### config.mk
export PLATFORM = sky130hd
export DESIGN_NAME = u_idu
export DESIGN_NICKNAME = d
export VERILOG_FILES = /design/src/rtl/u_idu_pkg.sv /design/src/rtl/u_idu_fifo.sv /design/src/rtl/u_idu.sv
export SDC_FILE = /design/constraint.sdc
export NUM_CORES = 1
export LEC_CHECK = 0
export BUFFER_PORTS_ARGS = -buffer_cell sky130_fd_sc_hd__buf_2
export CAP_MARGIN = 30
export CORE_ASPECT_RATIO = 0.7
export CORE_UTILIZATION = 50
export DETAILED_ROUTE_END_ITERATION = 10
export PLACE_DENSITY_LB_ADDON = 0.3
export SYNTH_ARGS = -nofsm -noshare
export SYNTH_HDL_FRONTEND = slang
export SYNTH_SLANG_ARGS = --single-unit
### constraint.sdc
create_clock -name clk -period 4.3 [get_ports clk]
set_input_delay 0.43 -clock clk [delete_from_list [all_inputs] [get_ports clk]]
set_output_delay 0.43 -clock clk [all_outputs]
set_load 0.02 [all_outputs]
### src/rtl/u_idu_pkg.sv
// Shared types for the instruction decode stage.
//  op_e      : decoded operation class presented to execute
//  imm_fmt_e : immediate encoding format selected by the decoder
//  idu_st_e  : replay state (RUN accepting fetch, WAIT for refetched pc)
//  fetch_t   : {pc, ins} payload stored per FIFO entry
package u_pkg;

    localparam int unsigned XLEN   = 32;
    localparam int unsigned FIFO_W = 2 * XLEN;

    typedef enum logic [3:0] {
        OP_LUI    = 4'd0,
        OP_AUIPC  = 4'd1,
        OP_JAL    = 4'd2,
        OP_JALR   = 4'd3,
        OP_BRANCH = 4'd4,
        OP_LOAD   = 4'd5,
        OP_STORE  = 4'd6,
        OP_OPIMM  = 4'd7,
        OP_OP     = 4'd8,
        OP_FENCE  = 4'd9,
        OP_SYSTEM = 4'd10,
        OP_ILL    = 4'd11
    } op_e;

    localparam logic [6:0] OPC_LUI    = 7'b0110111;
    localparam logic [6:0] OPC_AUIPC  = 7'b0010111;
    localparam logic [6:0] OPC_JAL    = 7'b1101111;
    localparam logic [6:0] OPC_JALR   = 7'b1100111;
    localparam logic [6:0] OPC_BRANCH = 7'b1100011;
    localparam logic [6:0] OPC_LOAD   = 7'b0000011;
    localparam logic [6:0] OPC_STORE  = 7'b0100011;
    localparam logic [6:0] OPC_OPIMM  = 7'b0010011;
    localparam logic [6:0] OPC_OP     = 7'b0110011;
    localparam logic [6:0] OPC_FENCE  = 7'b0001111;
    localparam logic [6:0] OPC_SYSTEM = 7'b1110011;

    typedef enum logic [2:0] {
        IMM_I    = 3'd0,
        IMM_S    = 3'd1,
        IMM_B    = 3'd2,
        IMM_U    = 3'd3,
        IMM_J    = 3'd4,
        IMM_NONE = 3'd5
    } imm_fmt_e;

    typedef enum logic {
        RUN  = 1'b0,
        WAIT = 1'b1
    } idu_st_e;

    typedef struct packed {
        logic [XLEN-1:0] pc;
        logic [XLEN-1:0] ins;
    } fetch_t;

endpackage

### src/rtl/u_idu_fifo.sv
// Synchronous FIFO holding fetched words ahead of decode.
//  clk, rstn : clock, async active-low reset
//  clr       : synchronous empty (wins over push/pop)
//  push/wdata: write one entry
//  pop       : drop head entry
//  head_c    : current head entry (combinational)
//  full_c    : all DEPTH entries occupied
//  empty_c   : no entries
module u_idu_fifo #(
    parameter int unsigned DEPTH = 4,
    parameter int unsigned W     = 64
) (
    input  logic         clk,
    input  logic         rstn,
    input  logic         clr,
    input  logic         push,
    input  logic [W-1:0] wdata,
    input  logic         pop,
    output logic [W-1:0] head_c,
    output logic         full_c,
    output logic         empty_c
);

    localparam int unsigned AW = $clog2(DEPTH);
    localparam int unsigned PW = AW + 1;

    logic [PW-1:0] wptr;
    logic [PW-1:0] rptr;
    logic [W-1:0]  mem [DEPTH];

    // Pointers carry one extra wrap bit to tell full from empty.
    always_ff @(posedge clk or negedge rstn) begin
        if (!rstn) begin
            wptr <= '0;
            rptr <= '0;
        end else if (clr) begin
            wptr <= '0;
            rptr <= '0;
        end else begin
            if (push) wptr <= wptr + PW'(1);
            if (pop)  rptr <= rptr + PW'(1);
        end
    end

    // Storage; a push into the slot being popped on a full FIFO is safe since head is read pre-edge.
    always_ff @(posedge clk) begin
        if (push && !clr) mem[wptr[AW-1:0]] <= wdata;
    end

    assign head_c  = mem[rptr[AW-1:0]];
    assign full_c  = (wptr[AW] != rptr[AW]) && (wptr[AW-1:0] == rptr[AW-1:0]);
    assign empty_c = (wptr == rptr);

endmodule

### src/rtl/u_idu.sv
// Instruction decode stage: buffers fetch words, decodes RV32I fields and
// immediates, and holds them in a valid/ready output register for execute.
// Fetch cannot stall, so an overflowing word is dropped and a refetch requested.
//  clk, rstn         : clock, async active-low reset
//  flush             : pipeline flush, empties everything
//  ifu_vld/pc/ins    : fetch word
//  idu_vld/idu_rdy   : output handshake to execute
//  idu_pc..idu_ill   : registered decoded fields
//  rpl_req/rpl_adr   : one-cycle refetch request and its pc
module u_idu
    import u_pkg::*;
#(
    parameter int unsigned DEPTH = 4
) (
    input  logic        clk,
    input  logic        rstn,
    input  logic        flush,
    input  logic        ifu_vld,
    input  logic [31:0] ifu_pc,
    input  logic [31:0] ifu_ins,
    output logic        idu_vld,
    input  logic        idu_rdy,
    output logic [31:0] idu_pc,
    output logic [31:0] idu_ins,
    output logic [3:0]  idu_op,
    output logic [4:0]  idu_rd,
    output logic [4:0]  idu_rs1,
    output logic [4:0]  idu_rs2,
    output logic [2:0]  idu_f3,
    output logic [6:0]  idu_f7,
    output logic [31:0] idu_imm,
    output logic        idu_ill,
    output logic        rpl_req,
    output logic [31:0] rpl_adr
);

    idu_st_e            st_q;
    idu_st_e            st_nxt;
    logic               rpl_pend_q;
    logic               rpl_pend_nxt;
    logic               rpl_req_nxt;
    logic [31:0]        rpl_adr_nxt;

    fetch_t             wdata_c;
    logic [FIFO_W-1:0]  head_raw_c;
    fetch_t             head_c;
    logic               full_c;
    logic               empty_c;
    logic               load_c;
    logic               pop_c;
    logic               cand_c;
    logic               push_c;
    logic               ovf_c;

    op_e                op_c;
    imm_fmt_e           fmt_c;
    logic               ill_c;
    logic [31:0]        imm_c;

    assign wdata_c = '{pc: ifu_pc, ins: ifu_ins};
    assign head_c  = fetch_t'(head_raw_c);

    u_idu_fifo #(
        .DEPTH (DEPTH),
        .W     (FIFO_W)
    ) u_fifo (
        .clk     (clk),
        .rstn    (rstn),
        .clr     (flush),
        .push    (push_c),
        .wdata   (FIFO_W'(wdata_c)),
        .pop     (pop_c),
        .head_c  (head_raw_c),
        .full_c  (full_c),
        .empty_c (empty_c)
    );

    // Handshake: in WAIT only the refetched pc is a push candidate.
    always_comb begin
        load_c = !idu_vld || idu_rdy;
        pop_c  = !empty_c && load_c && !flush;
        cand_c = ifu_vld && !flush && ((st_q == RUN) || (ifu_pc == rpl_adr));
        push_c = cand_c && (!full_c || pop_c);
        ovf_c  = cand_c && full_c && !pop_c;
    end

    // Replay FSM next state; a re-issue that collides with a live request is deferred one cycle.
    always_comb begin
        st_nxt       = st_q;
        rpl_req_nxt  = 1'b0;
        rpl_pend_nxt = rpl_pend_q;
        rpl_adr_nxt  = rpl_adr;
        if (flush) begin
            st_nxt       = RUN;
            rpl_pend_nxt = 1'b0;
        end else begin
            case (st_q)
                RUN: begin
                    if (ovf_c) begin
                        st_nxt       = WAIT;
                        rpl_adr_nxt  = ifu_pc;
                        rpl_req_nxt  = 1'b1;
                        rpl_pend_nxt = 1'b0;
                    end
                end
                WAIT: begin
                    if (push_c) begin
                        st_nxt       = RUN;
                        rpl_pend_nxt = 1'b0;
                    end else if (ovf_c || rpl_pend_q) begin
                        rpl_req_nxt  = !rpl_req;
                        rpl_pend_nxt = rpl_req;
                    end
                end
                default: st_nxt = RUN;
            endcase
        end
    end

    // Replay FSM state register.
    always_ff @(posedge clk or negedge rstn) begin
        if (!rstn) begin
            st_q       <= RUN;
            rpl_pend_q <= 1'b0;
            rpl_req    <= 1'b0;
            rpl_adr    <= '0;
        end else begin
            st_q       <= st_nxt;
            rpl_pend_q <= rpl_pend_nxt;
            rpl_req    <= rpl_req_nxt;
            rpl_adr    <= rpl_adr_nxt;
        end
    end

    // Decoder on the FIFO head.
    always_comb begin
        op_c  = OP_ILL;
        fmt_c = IMM_NONE;
        imm_c = '0;
        if (head_c.ins[1:0] == 2'b11) begin
            case (head_c.ins[6:0])
                OPC_LUI:    begin op_c = OP_LUI;    fmt_c = IMM_U;    end
                OPC_AUIPC:  begin op_c = OP_AUIPC;  fmt_c = IMM_U;    end
                OPC_JAL:    begin op_c = OP_JAL;    fmt_c = IMM_J;    end
                OPC_JALR:   begin op_c = OP_JALR;   fmt_c = IMM_I;    end
                OPC_BRANCH: begin op_c = OP_BRANCH; fmt_c = IMM_B;    end
                OPC_LOAD:   begin op_c = OP_LOAD;   fmt_c = IMM_I;    end
                OPC_STORE:  begin op_c = OP_STORE;  fmt_c = IMM_S;    end
                OPC_OPIMM:  begin op_c = OP_OPIMM;  fmt_c = IMM_I;    end
                OPC_OP:     begin op_c = OP_OP;     fmt_c = IMM_NONE; end
                OPC_FENCE:  begin op_c = OP_FENCE;  fmt_c = IMM_I;    end
                OPC_SYSTEM: begin op_c = OP_SYSTEM; fmt_c = IMM_I;    end
                default:    begin op_c = OP_ILL;    fmt_c = IMM_NONE; end
            endcase
        end
        ill_c = (op_c == OP_ILL);
        case (fmt_c)
            IMM_I: imm_c = {{20{head_c.ins[31]}}, head_c.ins[31:20]};
            IMM_S: imm_c = {{20{head_c.ins[31]}}, head_c.ins[31:25], head_c.ins[11:7]};
            IMM_B: imm_c = {{19{head_c.ins[31]}}, head_c.ins[31], head_c.ins[7],
                            head_c.ins[30:25], head_c.ins[11:8], 1'b0};
            IMM_U: imm_c = {head_c.ins[31:12], 12'b0};
            IMM_J: imm_c = {{11{head_c.ins[31]}}, head_c.ins[31], head_c.ins[19:12],
                            head_c.ins[20], head_c.ins[30:21], 1'b0};
            default: imm_c = '0;
        endcase
    end

    // Output register; fields hold while execute is not ready.
    always_ff @(posedge clk or negedge rstn) begin
        if (!rstn) begin
            idu_vld <= 1'b0;
            idu_pc  <= '0;
            idu_ins <= '0;
            idu_op  <= '0;
            idu_rd  <= '0;
            idu_rs1 <= '0;
            idu_rs2 <= '0;
            idu_f3  <= '0;
            idu_f7  <= '0;
            idu_imm <= '0;
            idu_ill <= 1'b0;
        end else if (flush) begin
            idu_vld <= 1'b0;
            idu_pc  <= '0;
            idu_ins <= '0;
            idu_op  <= '0;
            idu_rd  <= '0;
            idu_rs1 <= '0;
            idu_rs2 <= '0;
            idu_f3  <= '0;
            idu_f7  <= '0;
            idu_imm <= '0;
            idu_ill <= 1'b0;
        end else if (load_c) begin
            idu_vld <= pop_c;
            if (pop_c) begin
                idu_pc  <= head_c.pc;
                idu_ins <= head_c.ins;
                idu_op  <= op_c;
                idu_rd  <= head_c.ins[11:7];
                idu_rs1 <= head_c.ins[19:15];
                idu_rs2 <= head_c.ins[24:20];
                idu_f3  <= head_c.ins[14:12];
                idu_f7  <= head_c.ins[31:25];
                idu_imm <= imm_c;
                idu_ill <= ill_c;
            end
        end
    end

endmodule

Word-level counts from Yosys, hierarchy flattened. Memories as Yosys holds them, arrays and structs flattened. Index checks and enable logic that the tools add are counted. W data, S select, Z words.

Register bits: 168. Bits in writable memories: 256. Bits of input ports: 69. Logic and storage cells: 129. Memories kept: 1.

Add/subtract/negate cells: 2. Equal/unequal tests: 23. Mux-type cells: 56. Bitwise gates (word level): 2. Reduce and logical (&&, ||, !) cells: 28.

Memories: u_fifo.mem (depth 4, bits a word 64, read ports 1, clocked after Yosys merged registers in 0, wr ports 1, line u_idu_fifo.sv:29) `logic [W-1:0] mem [DEPTH];`.

Operators by type and width (number): $mux W32 (9); $pmux W32 S5 (1); $mux W5 (9); $pmux W4 S11 (1); $eq A32 B32 Y1 (1); $eq A7 B7 Y1 const B (4); $mux W3 (8); $eq A7 B6 Y1 const B (3); $mux W7 (3); $mux W1 (17); $mux W4 (4); $pmux W3 S5 (1); $eq A7 B5 Y1 const B (2); $logic_and A1 B1 Y1 (9); $eq A7 B2 Y1 const B (1); $eq A7 B4 Y1 const B (1); $add A3 B1 Y3 const B (2); $eq A3 B2 Y1 const B (2); $logic_not A1 Y1 (6); $pmux W1 S2 (3); $reduce_bool A2 Y1 (3); $reduce_or A5 Y1 (1); $eq A4 B4 Y1 const B (1); $logic_or A1 B1 Y1 (4); other kinds (13) (15).

Longest topological paths before layout.
Word-level depth: 11. Depth in mapped cells: 9. Gate-level depth less buffers: 6.

Modules after synthesis. A second synthesis with hierarchy kept.

Cells, all modules: 873. Area total of the unflattened synthesis: 15761.4 sq um.

Modules (own cells, without submodules): u_idu_fifo (instances 1, cells each 371, area each 9618.0 sq um, seq. area each 7837.5 sq um); u_idu (instances 1, cells each 502, area each 6143.4 sq um, seq. area each 3428.3 sq um).

Worst setup path after synthesis. OpenSTA, ideal clock, no wires.

Path kind: reg-to-reg. Start: reg rpl_adr[13]. End: mem u_fifo.mem[1][0], enable pin. Data arrival time: 3.275 ns. Data required time: 3.871 ns. Slack: 0.595 ns. Cell stages (with the launch flop): 7. Cells stage by stage: dfrtp_1 -> xnor2_1 -> nand4_1 -> nor4_1 -> a21boi_1 -> nor3_1 -> and3b_1.

Longest elaborated chain between the ends: 7.

Ends and longest elaborated chain: start: declaration (line u_idu.sv:34) `output logic [31:0] rpl_adr`; start signal: assignment (line u_idu.sv:131) `rpl_adr <= rpl_adr_nxt;`; $eq A32 B32 Y1 (line u_idu.sv:82) `cand_c = ifu_vld && !flush && ((st_q == RUN) || (ifu_pc == rpl_adr));`; $logic_or A1 B1 Y1 (line u_idu.sv:82); $logic_and A1 B1 Y1 (line u_idu.sv:82); $logic_and A1 B1 Y1 (line u_idu.sv:83) `push_c = cand_c && (!full_c || pop_c);`; $logic_and A1 B1 Y1 (line u_idu_fifo.sv:47) `if (push && !clr) mem[wptr[AW-1:0]] <= wdata;`; $mux W1 (line u_idu_fifo.sv:47); $mux W1 (not written as such) (line u_idu_fifo.sv:47); end: declaration (line u_idu_fifo.sv:29).

No other way between the ends.

Final worst setup path.
Start: reg rpl_adr[22]. End: mem u_fifo.mem[3][15], enable pin.

The elaborated chain is that of the path after synthesis.

==> impl_metrics.prom <==
# TYPE chip_impl_metric gauge
chip_impl_metric{name="dr.first_iter.drc_count",unit=""} 804
chip_impl_metric{name="timing.hold.ws",unit="ps"} -16.95
chip_impl_info{name="crit_path_start_kind",value="register"} 1
chip_impl_metric{name="power_share_of_the_sequential_group",unit=""} 0.422
chip_impl_metric{name="clk_latency",unit="ps"} 520
chip_impl_info{name="cts_tree",value="yes"} 1
chip_impl_metric{name="drc_errors",unit=""} 0
chip_impl_metric{name="post-cts-setup-buffers",unit=""} 0
chip_impl_metric{name="yosys_warnings",unit=""} 0
chip_impl_metric{name="wl_per_cell",unit="um"} 22.77
chip_impl_metric{name="combinational_fraction_of_design_power",unit=""} 0.281
chip_impl_metric{name="power.density",unit="nW/um^2"} 598.3
chip_impl_metric{name="timing.final.crit_share",unit=""} 0.8482
chip_impl_metric{name="area_of_the_core",unit="um^2"} 31420
chip_impl_info{name="synthTopCellsByArea",value="edfxtp_1, dfrtp_1, mux4_2"} 1
chip_impl_metric{name="final_antenna_net_count",unit=""} 0
chip_impl_metric{name="clock_path_buffers",unit=""} 3
chip_impl_metric{name="netSwitchingPower",unit="mW"} 3.719
chip_impl_metric{name="grt_pass1_wl",unit="um"} 58680
chip_impl_metric{name="final_cell_area",unit="um^2"} 18850
chip_impl_metric{name="dpl.hpwl",unit="um"} 24630
chip_impl_metric{name="maxSlewHeadroom",unit=""} 0.3795
chip_impl_metric{name="overflow",unit=""} 0
chip_impl_metric{name="internal_power",unit="mW"} 7.561
chip_impl_metric{name="wirelength",unit="um"} 38500
chip_impl_info{name="synthFlopType",value="edfxtp_1"} 1
chip_impl_info{name="r2r_path_end",value="u_fifo.mem[3][15]"} 1
chip_impl_info{name="cts_root_buffer",value="clkbuf_16"} 1
chip_impl_metric{name="fp.dieArea",unit="um^2"} 32870
chip_impl_metric{name="r2r.worst_path.cells",unit=""} 8
chip_impl_metric{name="clock_skew",unit="ps"} 10.41
chip_impl_metric{name="clkTransAtPathRegs",unit="ps"} 60
chip_impl_metric{name="final_gp_congestion",unit=""} 0.8340
chip_impl_metric{name="grt_use_total",unit=""} 0.2365
chip_impl_info{name="violated_checks",value="negative hold slack"} 1
chip_impl_metric{name="sw_frac_of_total",unit=""} 0.3297
chip_impl_metric{name="tritoncts.num_buffers",unit=""} 39
chip_impl_metric{name="mappedNetlistNets",unit=""} 1100
chip_impl_metric{name="critPathMaxFanout",unit=""} 18
chip_impl_metric{name="numClockSinks",unit=""} 399
chip_impl_info{name="critical_path.reg2reg.startpoint",value="rpl_adr[22]"} 1
chip_impl_metric{name="power.ir.vdd_worst",unit="V"} 0.0003315
chip_impl_metric{name="power_frac_clock",unit=""} 0.297
chip_impl_metric{name="viasPerCell",unit=""} 5.631
chip_impl_metric{name="post_synth_edffs",unit=""} 256
chip_impl_metric{name="synth_largest_type_area_fraction",unit=""} 0.4784
chip_impl_metric{name="finish.utilization",unit=""} 0.6001
chip_impl_metric{name="finalSetupViolations",unit=""} 0
chip_impl_info{name="outcome",value="finished, violations left"} 1
chip_impl_metric{name="mappedNetlistArea",unit="um^2"} 16070
chip_impl_metric{name="drv_cap",unit=""} 0
chip_impl_metric{name="required",unit="ps"} 4510
chip_impl_metric{name="postSynthAreaPerCell",unit="um^2"} 15.66
chip_impl_metric{name="worst-slew-pin-transition",unit="ps"} 930.8
chip_impl_metric{name="first_pass_iters",unit=""} 5
chip_impl_metric{name="worst-r2r-setup-slack",unit="ps"} 650
chip_impl_metric{name="placed_instance_area",unit="um^2"} 17580
chip_impl_metric{name="synth_seq_cells",unit=""} 399
chip_impl_info{name="rsz_0062_raised_after_global_routing",value="no"} 1
chip_impl_metric{name="async_reset_ff_frac",unit=""} 0.3584
chip_impl_metric{name="dieHeight",unit="um"} 152.0
chip_impl_metric{name="final_layout_size_suffix_gt1_frac",unit=""} 0.3455
chip_impl_info{name="synth_largest_area_cell",value="edfxtp_1"} 1
chip_impl_info{name="synth.most_common_cell",value="edfxtp_1"} 1
chip_impl_metric{name="post_synth_num_cell_types",unit=""} 59
chip_impl_metric{name="worst_ep_arrival_time",unit="ps"} 3860
chip_impl_metric{name="via_count",unit=""} 9522
chip_impl_metric{name="ctsResizeCount",unit=""} 0
chip_impl_metric{name="leakage",unit="nW"} 7.447
chip_impl_metric{name="placement.io_buffers",unit=""} 228
chip_impl_info{name="synthTopCellsByCount",value="edfxtp_1, nand2_1, dfrtp_1"} 1
chip_impl_metric{name="htreeDepth",unit=""} 2
chip_impl_metric{name="timing.final.hold_violations",unit=""} 30
chip_impl_metric{name="core_rows",unit=""} 54
chip_impl_metric{name="initial_utilization",unit=""} 0.5115
chip_impl_metric{name="postSynthCellCount",unit=""} 1026
chip_impl_metric{name="pin_count_of_the_biggest_net_entering_global_routing",unit=""} 83
chip_impl_info{name="worst_hold_path_type",value="input pin to async pin"} 1
chip_impl_metric{name="achievable-frequency",unit="MHz"} 274.2
chip_impl_metric{name="timing.final.crit_period",unit="ps"} 3647
chip_impl_metric{name="synth.yosys.seq_area_share",unit=""} 0.7010
chip_impl_metric{name="hold_buffers",unit=""} 0
chip_impl_metric{name="cell_count_after_placement",unit=""} 1613
chip_impl_metric{name="grt_antenna_before_repair",unit=""} 6
chip_impl_info{name="critical_path.endpoint_type",value="register"} 1
chip_impl_metric{name="io-pin-count",unit=""} 229
chip_impl_metric{name="fin_nets",unit=""} 1309
chip_impl_metric{name="die_x",unit="um"} 216.3
chip_impl_metric{name="finalMaxSlewViolations",unit=""} 0
chip_impl_info{name="worstSetupPathType",value="register to register"} 1
chip_impl_metric{name="first_global_vias",unit=""} 9434
chip_impl_metric{name="final-instance-count-excl-fill",unit=""} 1691
chip_impl_metric{name="synthToLayoutAreaGrowth",unit="%"} 17.32
chip_impl_metric{name="totalNegativeSetupSlack",unit="ps"} 0
[per-stage QoR]
step | power, mW | worst slack, ps
2_1_floorplan | 7.010 | 595.5
3_3_place_gp | 7.952 | 235.6
3_5_place_dp | 8.015 | 56.91
4_1_cts | 11.36 | 147.1
5_1_grt | 11.76 | 474.7
6_report | 11.28 | 652.9
[cells in the final DEF, fill, tap and decap left out, types with 3 or more instances in the layout]
| cell | netlist | routed |
|---|---|---|
| nand3_1 | 5 | 5 |
| and3b_4 | 0 | 4 |
| o31ai_1 | 4 | 4 |
| a21oi_1 | 98 | 98 |
| clkinv_1 | 0 | 4 |
| a2bb2oi_1 | 3 | 3 |
| o21ai_0 | 6 | 6 |
| mux2_2 | 32 | 32 |
| clkbuf_16 | 0 | 41 |
| mux4_2 | 63 | 63 |
| nand2b_1 | 4 | 4 |
| nor2b_1 | 5 | 5 |
| buf_12 | 0 | 5 |
| clkinv_2 | 0 | 4 |
| or3_1 | 3 | 3 |
| buf_2 | 9 | 226 |
| o22ai_1 | 3 | 3 |
| nand2_1 | 162 | 162 |
| dfrtp_1 | 143 | 141 |
| clkbuf_1 | 39 | 13 |
| clkbuf_8 | 0 | 5 |
| o21ai_2 | 20 | 20 |
| a22o_1 | 10 | 10 |
| inv_1 | 4 | 4 |
| diode_2 | 0 | 6 |
| xnor2_1 | 35 | 35 |
| buf_4 | 28 | 17 |
| a21o_1 | 6 | 6 |
| nor2_1 | 21 | 20 |
| ha_1 | 5 | 5 |
| edfxtp_1 | 256 | 256 |
| nand4_1 | 8 | 8 |
[state kept, by name (all words and copies together) (netlist names), 3 cells and up]
name	flops
idu_imm	32
idu_ins	31
idu_op	4
idu_pc	32
rpl_adr	32
u_fifo.mem	256
u_fifo.rptr	3
u_fifo.wptr	3
[cell families after synthesis]
group	Yosys count	synth area share
simple gates	231	0.06423
fa+ha+maj	5	0.003893
flops	399	0.7010
compound gates	168	0.06610
buf+inv	87	0.02990
mux	98	0.1137
xor+xnor	38	0.02118
[routing by layer]
metal	global-route usage	share of wire	vias up
met1	0.3570	0.46	4877
met4	0.05667	0.018	2
met2	0.3529	0.45	355
li1	-	-	4229
met3	0.05125	0.070	59
met5	0	0.00034	-
[layout make-up]
class	instances	area [um^2]
fill	2436	12560
sequential	399	11270
multi-input combinational	540	4372
timing repair buffer	251	1403
clock buffer	59	1144
tap	420	525.5
clock inverter	12	107.6
inverter	4	15.01
antenna	6	15.01
[power groups by stage]
| stage | sequential [mW] | combinational, mW | clock, mW |
|---|---|---|---|
| after floorplan | 5.11 | 1.90 | 0 |
| after global placement | 4.82 | 3.13 | 0 |
| after detailed placement | 4.84 | 3.18 | 0 |
| after CTS | 4.77 | 3.19 | 3.40 |
| after global routing | 4.81 | 3.40 | 3.55 |
| final | 4.76 | 3.16 | 3.35 |
[worst max-delay path by stage]
stage,end,start,cells after the start
6_report,u_fifo.mem[3][15],rpl_adr[22],8
2_1_floorplan,u_fifo.mem[1][0],rpl_adr[13],6
3_3_place_gp,u_fifo.mem[3][25],ifu_pc[27],8
4_1_cts,u_fifo.mem[3][15],rpl_adr[27],7
3_5_place_dp,u_fifo.mem[3][17],ifu_pc[22],8
5_1_grt,u_fifo.mem[3][13],rpl_adr[22],8
[critical path, stage by stage (launching register included)]
cell and delay, ps:
dfrtp_1 410, xnor2_1 530, nand4_1 160, nor4_1 360, clkbuf_2 250, a21boi_1 190
nor3_1 550, and3b_4 530, buf_4 330
(Power assumes the default switching activity.)
